File: config.mk
export PLATFORM = sky130hd
export DESIGN_NAME = hpm_sample_sequencer
export DESIGN_NICKNAME = d
export VERILOG_FILES = /design/src/rtl/hpm_sample_sequencer.sv
export SDC_FILE = /design/constraint.sdc
export NUM_CORES = 1
export LEC_CHECK = 0
export ABC_AREA = 0
export CELL_PAD_IN_SITES_DETAIL_PLACEMENT = 0
export CELL_PAD_IN_SITES_GLOBAL_PLACEMENT = 1
export CORE_MARGIN = 8
export CORE_UTILIZATION = 24
export DETAILED_ROUTE_END_ITERATION = 10
export PLACE_DENSITY_LB_ADDON = 0.1
export SLEW_MARGIN = 20
export SYNTH_ARGS = -nofsm -noshare
export SYNTH_HDL_FRONTEND = slang
export SYNTH_SLANG_ARGS = --single-unit
export TNS_END_PERCENT = 50
File: constraint.sdc
create_clock -name clk_i -period 2.1 [get_ports clk_i]
set_clock_uncertainty 0.1 [all_clocks]
set_input_delay 0.315 -clock clk_i [delete_from_list [all_inputs] [get_ports clk_i]]
set_output_delay 0.315 -clock clk_i [all_outputs]
set_load 0.1 [all_outputs]
File: src/rtl/hpm_sample_sequencer.sv
// Periodic HPM counter sampler. It shares the perf-counter read port with the
// CSR unit, and CSR accesses always win. On every period expiry it walks the
// selected mhpmcounters and streams each one out as a valid/ready beat.
module hpm_sample_sequencer #(
  parameter int NumCounters = 6,
  parameter int OvfWidth    = 16,
  localparam int IdxW  = (NumCounters > 1) ? $clog2(NumCounters) : 1,
  localparam int ScanW = $clog2(NumCounters + 1)
) (
  input  logic                   clk_i,
  input  logic                   rst_ni,
  input  logic                   csr_req_i,
  input  logic [11:0]            csr_addr_i,
  input  logic                   csr_we_i,
  input  logic [63:0]            csr_wdata_i,
  output logic                   csr_gnt_o,
  output logic [63:0]            csr_rdata_o,
  input  logic                   cfg_en_i,
  input  logic [31:0]            cfg_period_i,
  input  logic [NumCounters-1:0] cfg_mask_i,
  output logic [11:0]            pc_addr_o,
  output logic                   pc_we_o,
  output logic [63:0]            pc_wdata_o,
  input  logic [63:0]            pc_rdata_i,
  output logic                   smp_valid_o,
  input  logic                   smp_ready_i,
  output logic [IdxW-1:0]        smp_idx_o,
  output logic [63:0]            smp_data_o,
  output logic                   smp_last_o,
  output logic [15:0]            smp_seq_o,
  output logic [OvfWidth-1:0]    overrun_o,
  output logic                   busy_o
);

  typedef enum logic [1:0] {IDLE, COUNT, SCAN, SEND} state_e;

  state_e                 state_q, state_d;
  logic [31:0]            timer_q, timer_d;
  logic [ScanW-1:0]       idx_q, idx_d;
  logic [NumCounters-1:0] scan_mask_q, scan_mask_d;
  logic [63:0]            smp_data_q, smp_data_d;
  logic [IdxW-1:0]        smp_idx_q, smp_idx_d;
  logic                   smp_last_q, smp_last_d;
  logic [15:0]            smp_seq_q, smp_seq_d;
  logic [OvfWidth-1:0]    ovf_q, ovf_d;

  logic            found;
  logic [IdxW-1:0] found_k;
  logic            found_last;
  logic [31:0]     period_eff;
  logic            expire;

  // Lowest selected counter at or above the scan cursor, and whether it is the final one.
  always_comb begin
    found      = 1'b0;
    found_k    = '0;
    found_last = 1'b1;
    for (int k = NumCounters - 1; k >= 0; k--) begin
      if (scan_mask_q[k] && (ScanW'(k) >= idx_q)) begin
        found   = 1'b1;
        found_k = IdxW'(k);
      end
    end
    for (int k = 0; k < NumCounters; k++) begin
      if (scan_mask_q[k] && (k > int'(found_k))) found_last = 1'b0;
    end
  end

  // Port arbitration: CSR requests pass straight through and never stall.
  always_comb begin
    csr_gnt_o   = csr_req_i;
    csr_rdata_o = csr_req_i ? pc_rdata_i : 64'd0;
    pc_addr_o   = 12'd0;
    pc_we_o     = 1'b0;
    pc_wdata_o  = 64'd0;
    if (csr_req_i) begin
      pc_addr_o  = csr_addr_i;
      pc_we_o    = csr_we_i;
      pc_wdata_o = csr_wdata_i;
    end else if (state_q == SCAN && found) begin
      pc_addr_o = 12'hB03 + 12'(found_k);
    end
  end

  // Next-state logic: period timer, overrun accounting and the scan walk.
  always_comb begin
    state_d     = state_q;
    timer_d     = timer_q;
    idx_d       = idx_q;
    scan_mask_d = scan_mask_q;
    smp_data_d  = smp_data_q;
    smp_idx_d   = smp_idx_q;
    smp_last_d  = smp_last_q;
    smp_seq_d   = smp_seq_q;
    ovf_d       = ovf_q;
    period_eff  = (cfg_period_i == 32'd0) ? 32'd1 : cfg_period_i;
    expire      = (state_q != IDLE) && (timer_q == 32'd1);

    if (state_q != IDLE) timer_d = expire ? period_eff : timer_q - 32'd1;
    // An expiry that lands mid-scan is dropped and only counted.
    if (expire && (state_q == SCAN || state_q == SEND) && ovf_q != '1) ovf_d = ovf_q + 1'b1;

    case (state_q)
      IDLE: begin
        if (cfg_en_i) begin
          timer_d = period_eff;
          state_d = COUNT;
        end
      end
      COUNT: begin
        if (!cfg_en_i) begin
          state_d = IDLE;
        end else if (expire) begin
          scan_mask_d = cfg_mask_i;
          idx_d       = '0;
          state_d     = SCAN;
        end
      end
      SCAN: begin
        if (!found) begin
          smp_seq_d = smp_seq_q + 16'd1;
          state_d   = cfg_en_i ? COUNT : IDLE;
        end else if (!cfg_en_i) begin
          state_d = IDLE;
        end else if (!csr_req_i) begin
          smp_data_d = pc_rdata_i;
          smp_idx_d  = found_k;
          smp_last_d = found_last;
          idx_d      = ScanW'(found_k);
          state_d    = SEND;
        end
      end
      SEND: begin
        // The beat is never withdrawn; disable is honoured only on handshake.
        if (smp_ready_i) begin
          idx_d   = ScanW'(smp_idx_q) + ScanW'(1);
          state_d = cfg_en_i ? SCAN : IDLE;
        end
      end
      default: state_d = IDLE;
    endcase
  end

  // State registers with synchronous reset.
  always_ff @(posedge clk_i) begin
    if (!rst_ni) begin
      state_q     <= IDLE;
      timer_q     <= '0;
      idx_q       <= '0;
      scan_mask_q <= '0;
      smp_data_q  <= '0;
      smp_idx_q   <= '0;
      smp_last_q  <= 1'b0;
      smp_seq_q   <= '0;
      ovf_q       <= '0;
    end else begin
      state_q     <= state_d;
      timer_q     <= timer_d;
      idx_q       <= idx_d;
      scan_mask_q <= scan_mask_d;
      smp_data_q  <= smp_data_d;
      smp_idx_q   <= smp_idx_d;
      smp_last_q  <= smp_last_d;
      smp_seq_q   <= smp_seq_d;
      ovf_q       <= ovf_d;
    end
  end

  assign smp_valid_o = (state_q == SEND);
  assign busy_o      = (state_q == SCAN) || (state_q == SEND);
  assign smp_idx_o   = smp_idx_q;
  assign smp_data_o  = smp_data_q;
  assign smp_last_o  = smp_last_q;
  assign smp_seq_o   = smp_seq_q;
  assign overrun_o   = ovf_q;

endmodule

==> impl_metrics.py <==
metrics = {
    "synth": {
        "synth.avg_cell_area_um2": 7.68,
        "synth_top_area_frac": 0.365,
        "async_reset_ff_frac": 0,
        "synth_cell_types": 67,
        "synth-warning-count": 0,
        "synthTopCellsByCount": "nand2_1 (170), dfxtp_1 (143), and2_1 (136), a21oi_1 (98), nor2_1 (80)",
        "ys.flop_type": "dfxtp_1",
        "synth_nets": 1213,
        "syn_inst": 1022,
        "synthTopCellsByArea": "dfxtp_1 (36%), and2_1 (11%), nand2_1 (8.1%), a21oi_1 (6.2%), xor2_1 (4.1%)",
        "yosysMostFrequentCell": "nand2_1",
        "netlist_area_um2": 7850,
        "ys_seq_area_frac": 0.365,
        "synth-edff-count": 0,
        "synth_area_leader_cell": "dfxtp_1",
        "ys_seq_elements": 143,
    },
    "hold_path": {
        "hold_start": "csr_req_i",
        "hold_depth": 4,
        "min_path_type": "in -> reg",
        "hold_end": "state_q[0]$_SDFFE_PN0P_",
    },
    "cts": {
        "h-tree-depth": 4,
        "cts_root_buf": "clkbuf_16",
        "cts_tree": "done",
        "clk_pin_slew_worst_paths_ns": 0.06,
        "cts.sinks": 143,
        "ctsHoldBuffers": 0,
        "clock_path_buffers": 2,
        "clk_latency_ns": 0.43,
        "cts-buffers-inserted": 17,
    },
    "sta": {
        "slew_violations": 0,
        "tns_ns": -14.47,
        "setup_ws_ns": -0.454,
        "worst_slew_pin_slew_ns": 0.465,
        "fin_crit_ns": 2.55,
        "setup_viol": 73,
        "rsz0062_at_grt": "true",
        "slew_headroom": 0.690,
        "hold_viol": 0,
        "hold_ws_ns": 0.300,
        "fmax_ghz": 0.392,
        "final.period_utilization": 1.22,
    },
    "pwr": {
        "p_leak_nw": 6.86,
        "ir_drop_mv": 0.466,
        "power_density_nw_per_um2": 556,
        "finalPower_mw": 9.32,
    },
    "routing": {
        "vias_per_cell": 4.60,
        "drt_pass1_iterations": 5,
        "drt-initial-drc-count": 409,
        "ant_nets": 0,
        "drc": 0,
        "vias": 9334,
        "wl_per_cell_um": 21.4,
        "routed_wl_um": 43400,
    },
    "grt": {
        "grt_pass1_vias": 8856,
        "antenna_found_initial": 6,
        "grt_pass1_wl_um": 60500,
        "grt.overflow.total": 0,
        "grt_max_degree": 87,
        "grt_usage": 0.206,
    },
    "die": {
        "die_y_um": 197,
        "initial_core_util": 0.243,
        "num_rows": 66,
        "coreArea_um2": 32400,
        "dieWidth_um": 197,
        "boundaryPins": 428,
        "die_area_um2": 38800,
    },
    "setup_path": {
        "cp-end-kind": "primary output",
        "rr_startpoint": "idx_q[0]$_SDFFE_PN0P_",
        "slowest_delay_ns": 0.37,
        "crit_fanout": 4,
        "cp_cell_sequence": "a21boi_4, buf_6, o21a_4, o31ai_4, nor2_4, a22o_4, buf_12",
        "cp.required_ns": 1.68,
        "regToRegSetupSlack_ns": -0.25,
        "critPathKind": "reg -> out",
        "cp_num_buf_inv": 2,
        "reg2reg_depth": 11,
        "cp_data_arrival_time_ns": 2.14,
        "slowest_stage": "o31ai_4",
        "path_delay_family": "compound AO/OA/AOI/OAI gates",
        "r2r_end": "smp_data_o[9]$_SDFFE_PN0P_",
        "start_kind": "register",
    },
    "cells_and_area": {
        "layout-drive-gt1-share": 0.397,
        "num-nets-final": 1763,
        "synthToLayoutAreaGrowth_pct": 114,
    },
    "placement": {
        "place.gp.congestion": 0.839,
        "dp_slack_ns": -0.259,
        "hpwl_um": 33800,
        "numPortBuffers": 427,
    },
    "outcome": {
        "violations": "setup timing",
        "status": "finished, violations left",
    },
    "job": {
        "maxCapViolations": 0,
    },
}
## area by class of cell
| type | instances | area [um2] |
|---|---|---|
| diodes | 2 | 5.00 |
| clock buffers | 21 | 460 |
| clock inverters | 10 | 161 |
| fillers | 3028 | 15600 |
| inverters | 14 | 55.1 |
| multi-input cells | 793 | 5400 |
| flip-flops and latches | 143 | 2920 |
| well taps | 442 | 553 |
| repair buffers | 603 | 7220 |
## power breakdown
| group | internal [mW] | switching [mW] | total, mW |
|---|---|---|---|
| registers | 2.77 | 0.0623 | 2.84 |
| logic | 1.33 | 1.89 | 3.22 |
| clock network | 2.05 | 1.22 | 3.26 |
## sequential cells by signal, summed over array words and instances, names as in the netlist
name and flops:
scan_mask_q 6, idx_q 3, smp_data_o 64, smp_last_o 1, state_q 2, smp_idx_o 3
timer_q 32, overrun_o 16, smp_seq_o 16
## through the flow
stage                     instance area [um2]  utilization  instances
final                                   16800        0.518       2028
after global routing                    16800        0.518       2028
after CTS                               15700        0.486       1997
after detailed placement                14900        0.460       1960
after global placement                  14900        0.460       1960
after floorplan                          7970            -       1022
## per-layer routing
metal	track usage	vias up	routed length (um)
met5	0	-	53
met4	0.0541	8	731
met3	0.0590	39	2590
met2	0.361	266	22300
met1	0.243	4389	17700
li1	-	4632	-
## cell families after synthesis
family,count (synthesis),synth area share
AOI/OAI and AO/OA,202,0.161
xor gates and xnor gates,45,0.0502
adders and majority gates,7,0.0112
and+or+nand+nor,522,0.346
DFF,143,0.365
buffers and inverters,86,0.0449
muxes,17,0.0220
## timing repair
action	4_1_cts	5_1_grt
endpoints found under the setup margin	90	133
setup buffers	7	22
gates resized for setup	35	163
pin swaps	15	80
cloned	1	10
## worst max path at each step
stage / end / slack [ns] / from / cells past startpoint
2_1_floorplan: pc_addr_o[1] / -0.49 / idx_q[1]$_SDFFE_PN0P_ / 7
3_3_place_gp: pc_addr_o[2] / -0.21 / idx_q[0]$_SDFFE_PN0P_ / 7
3_5_place_dp: pc_addr_o[2] / -0.26 / idx_q[0]$_SDFFE_PN0P_ / 7
4_1_cts: pc_addr_o[2] / -0.50 / scan_mask_q[1]$_SDFFE_PN0P_ / 8
5_1_grt: pc_addr_o[3] / -0.55 / scan_mask_q[2]$_SDFFE_PN0P_ / 5
6_report: pc_addr_o[2] / -0.45 / scan_mask_q[4]$_SDFFE_PN0P_ / 7
## tightest hold or removal path, delay by kind of cell
kind | cells | cell delay [ns]
simple gates | 3 | 0.25
buf+inv | 1 | 0.21
## cells in the final DEF, fill, tap and decap left out, drive strengths merged, types with 6 or more instances in the layout
cell,n
clkinv,6
a21oi,98
nand2b,6
nand4,21
o21ai,29
mux2i,15
a211oi,6
nor2,80
ha,7
and2,136
inv,14
xnor2,8
nand2,171
dfxtp,143
clkdlybuf4s50,182
xor2,37
o221ai,8
a221oi,7
nand3,31
nor3,18
clkbuf,30
and3,15
o31ai,8
buf,412
nor4,22
No activity file was read; power rests on OpenSTA's default activity.
